**config.mk**
```make
export PLATFORM = sky130hd
export DESIGN_NAME = tilemap_scan_ctrl
export DESIGN_NICKNAME = d
export VERILOG_FILES = /design/src/rtl/scan_pkg.sv /design/src/rtl/scan_delay.sv /design/src/rtl/tilemap_scan_ctrl.sv
export SDC_FILE = /design/constraint.sdc
export NUM_CORES = 1
export LEC_CHECK = 0
export CORE_MARGIN = 3
export CORE_UTILIZATION = 35
export DETAILED_ROUTE_END_ITERATION = 8
export HOLD_SLACK_MARGIN = 0.02
export MAX_ROUTING_LAYER = met4
export PLACE_DENSITY = 0.71
export SLEW_MARGIN = 20
export SYNTH_ARGS = -nofsm -noshare
export SYNTH_HDL_FRONTEND = slang
export SYNTH_SLANG_ARGS = --single-unit
```
**constraint.sdc**
```tcl
create_clock -name clk -period 2.7 [get_ports clk]
set_input_delay 0.405 -clock clk [delete_from_list [all_inputs] [get_ports clk]]
set_output_delay 0.405 -clock clk [all_outputs]
set_load 0.01 [all_outputs]
```
**src/rtl/scan_pkg.sv**
```systemverilog
// rtl/scan_pkg.sv - scan FSM state type and default VGA 640x480 timing constants
package scan_pkg;

  typedef enum logic [1:0] {
    IDLE = 2'd0,
    ARM  = 2'd1,
    RUN  = 2'd2
  } scan_state_t;

  localparam int DEF_H_ACTIVE = 640;
  localparam int DEF_H_FP     = 16;
  localparam int DEF_H_SYNC   = 96;
  localparam int DEF_H_BP     = 48;
  localparam int DEF_V_ACTIVE = 480;
  localparam int DEF_V_FP     = 10;
  localparam int DEF_V_SYNC   = 2;
  localparam int DEF_V_BP     = 33;
  localparam int DEF_PIPE_LAT = 2;

endpackage

```
**src/rtl/scan_delay.sv**
```systemverilog
// rtl/scan_delay.sv - fixed-depth register delay line with a per-bit reset value
module scan_delay #(
  parameter int                DEPTH   = 2,
  parameter int                WIDTH   = 3,
  parameter logic [WIDTH-1:0]  RST_VAL = '0
) (
  input  logic             clk,
  input  logic             rst_l,
  input  logic [WIDTH-1:0] i_data,
  output logic [WIDTH-1:0] o_data
);

  generate
    if (DEPTH == 0) begin : g_bypass
      assign o_data = i_data;
    end else begin : g_pipe
      logic [WIDTH-1:0] r_stage [DEPTH];

      // shift the sideband one stage per clock; reset loads the idle pattern
      always_ff @(posedge clk or negedge rst_l) begin
        if (!rst_l) begin
          for (int i = 0; i < DEPTH; i++) r_stage[i] <= RST_VAL;
        end else begin
          r_stage[0] <= i_data;
          for (int i = 1; i < DEPTH; i++) r_stage[i] <= r_stage[i-1];
        end
      end

      assign o_data = r_stage[DEPTH-1];
    end
  endgenerate

endmodule

```
**src/rtl/tilemap_scan_ctrl.sv**
```systemverilog
// rtl/tilemap_scan_ctrl.sv - raster scan controller; optional SCAN_TEST_PATTERN_EN replaces renderer colour with a pattern
module tilemap_scan_ctrl
  import scan_pkg::*;
#(
  parameter int H_ACTIVE = DEF_H_ACTIVE,
  parameter int H_FP     = DEF_H_FP,
  parameter int H_SYNC   = DEF_H_SYNC,
  parameter int H_BP     = DEF_H_BP,
  parameter int V_ACTIVE = DEF_V_ACTIVE,
  parameter int V_FP     = DEF_V_FP,
  parameter int V_SYNC   = DEF_V_SYNC,
  parameter int V_BP     = DEF_V_BP,
  parameter int PIPE_LAT = DEF_PIPE_LAT
) (
  input  logic       clk,
  input  logic       rst_l,
  input  logic       en,
  output logic [9:0] col,
  output logic [8:0] row,
  input  logic [3:0] red,
  input  logic [3:0] green,
  input  logic [3:0] blue,
  output logic [3:0] vga_r,
  output logic [3:0] vga_g,
  output logic [3:0] vga_b,
  output logic       hsync_l,
  output logic       vsync_l,
  output logic       frame_start
);

  localparam logic [9:0] H_LAST     = 10'(H_ACTIVE + H_FP + H_SYNC + H_BP - 1);
  localparam logic [9:0] V_LAST     = 10'(V_ACTIVE + V_FP + V_SYNC + V_BP - 1);
  localparam logic [9:0] H_VIS      = 10'(H_ACTIVE);
  localparam logic [9:0] V_VIS      = 10'(V_ACTIVE);
  localparam logic [9:0] H_SYNC_ON  = 10'(H_ACTIVE + H_FP);
  localparam logic [9:0] H_SYNC_OFF = 10'(H_ACTIVE + H_FP + H_SYNC);
  localparam logic [9:0] V_SYNC_ON  = 10'(V_ACTIVE + V_FP);
  localparam logic [9:0] V_SYNC_OFF = 10'(V_ACTIVE + V_FP + V_SYNC);

`ifdef SCAN_TEST_PATTERN_EN
  localparam int PIPE_W = 19;
`else
  localparam int PIPE_W = 3;
`endif
  // flags live in the low bits: {active, hsync_l, vsync_l}, idle = 0,1,1
  localparam logic [PIPE_W-1:0] PIPE_RST = PIPE_W'(3'b011);

  scan_state_t r_state;
  logic [9:0]  r_hcnt;
  logic [9:0]  r_vcnt;
  logic        r_frame_start;

  logic              w_run;
  logic              w_active;
  logic              w_hsync_l;
  logic              w_vsync_l;
  logic [PIPE_W-1:0] w_pipe_in;
  logic [PIPE_W-1:0] w_pipe_out;

  // scan FSM: IDLE waits for en, ARM launches a frame, RUN walks the raster
  always_ff @(posedge clk or negedge rst_l) begin
    if (!rst_l) begin
      r_state       <= IDLE;
      r_hcnt        <= '0;
      r_vcnt        <= '0;
      r_frame_start <= 1'b0;
    end else begin
      r_frame_start <= 1'b0;
      case (r_state)
        IDLE: begin
          r_hcnt <= '0;
          r_vcnt <= '0;
          if (en) r_state <= ARM;
        end
        ARM: begin
          r_hcnt        <= '0;
          r_vcnt        <= '0;
          r_frame_start <= 1'b1;
          r_state       <= RUN;
        end
        RUN: begin
          if (r_hcnt == H_LAST) begin
            r_hcnt <= '0;
            if (r_vcnt == V_LAST) begin
              // en is only honoured at the frame boundary
              r_vcnt <= '0;
              if (en) r_frame_start <= 1'b1;
              else    r_state       <= IDLE;
            end else begin
              r_vcnt <= r_vcnt + 10'd1;
            end
          end else begin
            r_hcnt <= r_hcnt + 10'd1;
          end
        end
        default: r_state <= IDLE;
      endcase
    end
  end

  assign w_run       = (r_state == RUN);
  assign w_active    = w_run && (r_hcnt < H_VIS) && (r_vcnt < V_VIS);
  assign w_hsync_l   = !(w_run && (r_hcnt >= H_SYNC_ON) && (r_hcnt < H_SYNC_OFF));
  assign w_vsync_l   = !(w_run && (r_vcnt >= V_SYNC_ON) && (r_vcnt < V_SYNC_OFF));
  assign col         = w_active ? r_hcnt : 10'd0;
  assign row         = w_active ? r_vcnt[8:0] : 9'd0;
  assign frame_start = r_frame_start;

`ifdef SCAN_TEST_PATTERN_EN
  logic w_unused_rgb;
  assign w_unused_rgb = ^{red, green, blue};
  assign w_pipe_in    = {col[7:0], row[7:0], w_active, w_hsync_l, w_vsync_l};
`else
  assign w_pipe_in    = {w_active, w_hsync_l, w_vsync_l};
`endif

  scan_delay #(
    .DEPTH   (PIPE_LAT),
    .WIDTH   (PIPE_W),
    .RST_VAL (PIPE_RST)
  ) u_delay (
    .clk    (clk),
    .rst_l  (rst_l),
    .i_data (w_pipe_in),
    .o_data (w_pipe_out)
  );

  // output register: sync and colour leave together, colour blanked outside active
  always_ff @(posedge clk or negedge rst_l) begin
    if (!rst_l) begin
      vga_r   <= '0;
      vga_g   <= '0;
      vga_b   <= '0;
      hsync_l <= 1'b1;
      vsync_l <= 1'b1;
    end else begin
      hsync_l <= w_pipe_out[1];
      vsync_l <= w_pipe_out[0];
      if (w_pipe_out[2]) begin
`ifdef SCAN_TEST_PATTERN_EN
        vga_r <= w_pipe_out[18:15];
        vga_g <= w_pipe_out[10:7];
        vga_b <= w_pipe_out[14:11] ^ w_pipe_out[6:3];
`else
        vga_r <= red;
        vga_g <= green;
        vga_b <= blue;
`endif
      end else begin
        vga_r <= '0;
        vga_g <= '0;
        vga_b <= '0;
      end
    end
  end

endmodule

```
==> results.py <==
metrics = {
    "power_and_ir_drop": {
        "power_frac_comb": 0.046,
        "p_int_mw": 1.06,
        "clockPowerShare": 0.454,
        "swShare": 0.193,
        "pwr_density_cell_nw_per_um2": 452,
        "power_frac_seq": 0.500,
        "vdd_drop_max_mv": 0.228,
        "leakage_nw": 1.22,
        "p_sw_mw": 0.253,
    },
    "setup_path": {
        "path_class": "reg2out",
        "crit_path_end_kind": "output port",
        "ff2ff_path_depth": 6,
        "rrSetupSlack_ns": 0.54,
        "cp.required_ns": 2.30,
        "reg2reg_to": "r_vcnt[8]",
        "worst_r2r_startpoint": "r_hcnt[0]",
        "cp_top_family": "buffers and inverters",
        "crit_fanout": 7,
        "crit_buf_inv": 4,
        "crit_arrival_ns": 2.14,
        "startpoint_type": "flop",
        "critPathMaxStageDelay_ns": 0.54,
        "path_cells": "inv_2 > ha_1 > inv_1 > nor2_2 > and3_4 > buf_4 > and2_1 > clkdlybuf4s50_1",
        "cpMaxStageDelayCell": "clkdlybuf4s50_1",
    },
    "global_routing": {
        "grt_antenna_before_repair": 0,
        "first_global_vias": 1648,
        "grt_max_degree": 44,
        "grt_pass1_wl_um": 8100,
        "track_usage": 0.143,
        "grt_overflow": 0,
    },
    "floorplanning": {
        "rows": 28,
        "start_util": 0.366,
        "die_h_um": 85.3,
        "die_area_um2": 7280,
        "ioPinCount": 49,
        "core_area_um2": 6030,
        "dieWidth_um": 85.3,
    },
    "clock_tree": {
        "clkSinkCount": 43,
        "cts_buffer_depth": 2,
        "cts.clk_slew.worst_paths_ns": 0.08,
        "root_buffer": "clkbuf_8",
        "htree_levels": 2,
        "ctsHoldBuffers": 0,
        "cts_made_buffers": 5,
        "cts_tree": "built",
        "clock_latency_ns": 0.29,
    },
    "synthesis": {
        "synth-compound-area-share": 0.0892,
        "synthMuxAreaShare": 0.0148,
        "async_reset_ff_frac": 1.00,
        "yosysTopAreaCell": "dfrtp_1",
        "synth_fp_nets": 241,
        "ys_warn_count": 0,
        "ys_seq_elements": 43,
        "synth_top_cell_area_share": 0.420,
        "synth_cells": 218,
        "syn_avg_cell_area_um2": 10.1,
        "synthSimpleGateAreaFrac": 0.282,
        "synth_seq_area_share": 0.492,
        "synth-xor-area-share": 0.0278,
        "synthTopCellsByArea": "dfrtp_1 42%, and2_1 8.5%, dfstp_2 7.2%, ha_1 4.5%, xnor2_1 2.8%",
        "synthAdderAreaFrac": 0.0454,
        "netlist_top_cells_count": "37 x dfrtp_1, 30 x and2_1, 14 x nand2_1, 14 x nor2_1",
        "synth-edff-count": 0,
        "yosysMostFrequentCell": "dfrtp_1",
        "synth_top_family_by_area": "simple AND/OR/NAND/NOR gates",
        "synthesis.area_um2": 2200,
        "ys.flop_type": "dfrtp_1",
        "synth_cell_types": 45,
    },
    "placed_design": {
        "gp_congestion": 0.875,
        "place_ws_ns": 0.347,
        "hpwl_um": 3400,
        "port_buffers": 48,
    },
    "timing": {
        "fin_crit_ns": 2.55,
        "fmax_mhz": 393,
        "setup_tns_ns": 0,
        "worstMarginPinSlew_ns": 0.939,
        "slew_headroom": 0.374,
        "rsz0062_at_grt": "no",
        "whs_ns": 0.251,
        "finalHoldViolations": 0,
        "finalCritPeriodShare": 0.943,
        "maxSlewViolCount": 0,
        "setup_violations": 0,
        "finalClockSkew_ns": 0.00543,
        "fin_ws_ns": 0.154,
    },
    "route": {
        "ant_nets": 0,
        "wl_per_cell_um": 13.8,
        "drt_iter0_drc": 96,
        "detail_route.vias_per_cell": 5.06,
        "firstDrtPassIters": 4,
        "via_count": 1741,
        "wirelength_um": 4730,
        "drc": 0,
    },
    "outcome": {
        "run_status": "complete, no violations",
    },
    "worst_hold_path": {
        "worstHoldPathType": "in2async",
    },
    "finish": {
        "n_antenna_cell": 0,
        "drive_gt1_frac": 0.138,
        "nets": 291,
        "syn_to_final_growth_pct": 31.6,
    },
    "flow_run": {
        "maxCapViolations": 0,
    },
}
-- logic make-up after synthesis --
kind of cell / count (synthesis)
AO/OA/AOI/OAI: 29
XOR/XNOR: 7
adder cells (fa/ha/maj): 8
buffers and inverters: 22
flip-flops: 43
multiplexers: 3
AND/OR/NAND/NOR: 106
-- state kept, by name (all words and copies together) (netlist names), 2 cells and up --
signal	cells
r_hcnt	10
r_vcnt	10
vga_b	4
vga_g	4
vga_r	4
u_delay.g_pipe.r_stage	3
u_delay.o_data	3
r_state	2
-- cell usage in the layout, fill, tap and decap left out, types with 8 or more instances in the layout --
cell             Yosys  routed
clkdlybuf4s50_1      0      47
dfrtp_1             37      37
and2_1              30      30
nand2_1             14      14
nor2_1              14      13
nor3_1              10      10
o21ai_0             10      10
nand3_1             10      10
inv_1               10       9
ha_1                 8       8
-- stage by stage --
step	cells	utilization	total power, mW	instance area [um^2]
floorplan	218	-	0.680	2200
global placement	335	0.456	0.730	2750
detailed placement	335	0.456	0.731	2750
CTS	343	0.479	1.33	2880
global route	344	0.481	1.36	2900
finish	344	0.481	1.31	2900
-- power groups by stage --
stage / clock network [mW] / registers (mW) / logic [mW]
finish: 0.595 / 0.655 / 0.0609
global route: 0.637 / 0.657 / 0.0670
CTS: 0.616 / 0.655 / 0.0632
detailed placement: 0 / 0.668 / 0.0631
global placement: 0 / 0.668 / 0.0623
floorplan: 0 / 0.673 / 0.00682
-- layout make-up --
class / instances / area (um^2)
multi-input combinational: 153 / 1020
sequential: 43 / 1080
fill: 579 / 3130
tap: 75 / 93.8
timing repair buffer: 55 / 528
clock buffer: 5 / 68.8
inverter: 10 / 37.5
clock inverter: 3 / 67.6
-- per-layer routing --
layer,routed length [um],track usage,part of all wire,vias up
li1,-,-,-,839
met1,2220,0.192,0.47,852
met2,2280,0.217,0.48,48
met3,202,0.0311,0.043,2
met4,30,0.0417,0.0063,0
met5,0,-,0,-
-- worst max path at each step --
stage | startpoint | slack [ns] | depth (start not counted) | end
after floorplan | r_state[0] | 0.77 | 8 | col[8]
after global placement | r_state[0] | 0.42 | 8 | row[2]
after detailed placement | r_state[0] | 0.35 | 8 | row[8]
after CTS | r_state[0] | 0.005 | 8 | row[8]
after global routing | r_state[0] | 0.004 | 8 | row[8]
final | r_state[0] | 0.15 | 8 | row[8]
-- timing repair --
item	in CTS	in global routing
buffers inserted	0	1
hold endpoints to repair	0	0
resized for setup	0	3
endpoints found under the setup margin	0	16
-- worst register-to-register path: stages (launching register included) --
cell and delay (ns):
dfrtp_1 0.45, ha_1 0.31, nand4_4 0.20, o31ai_4 0.40
nand2b_4 0.13, or4_4 0.50, a21oi_2 0.12
Note: power is estimated with default switching activity, not from simulation.
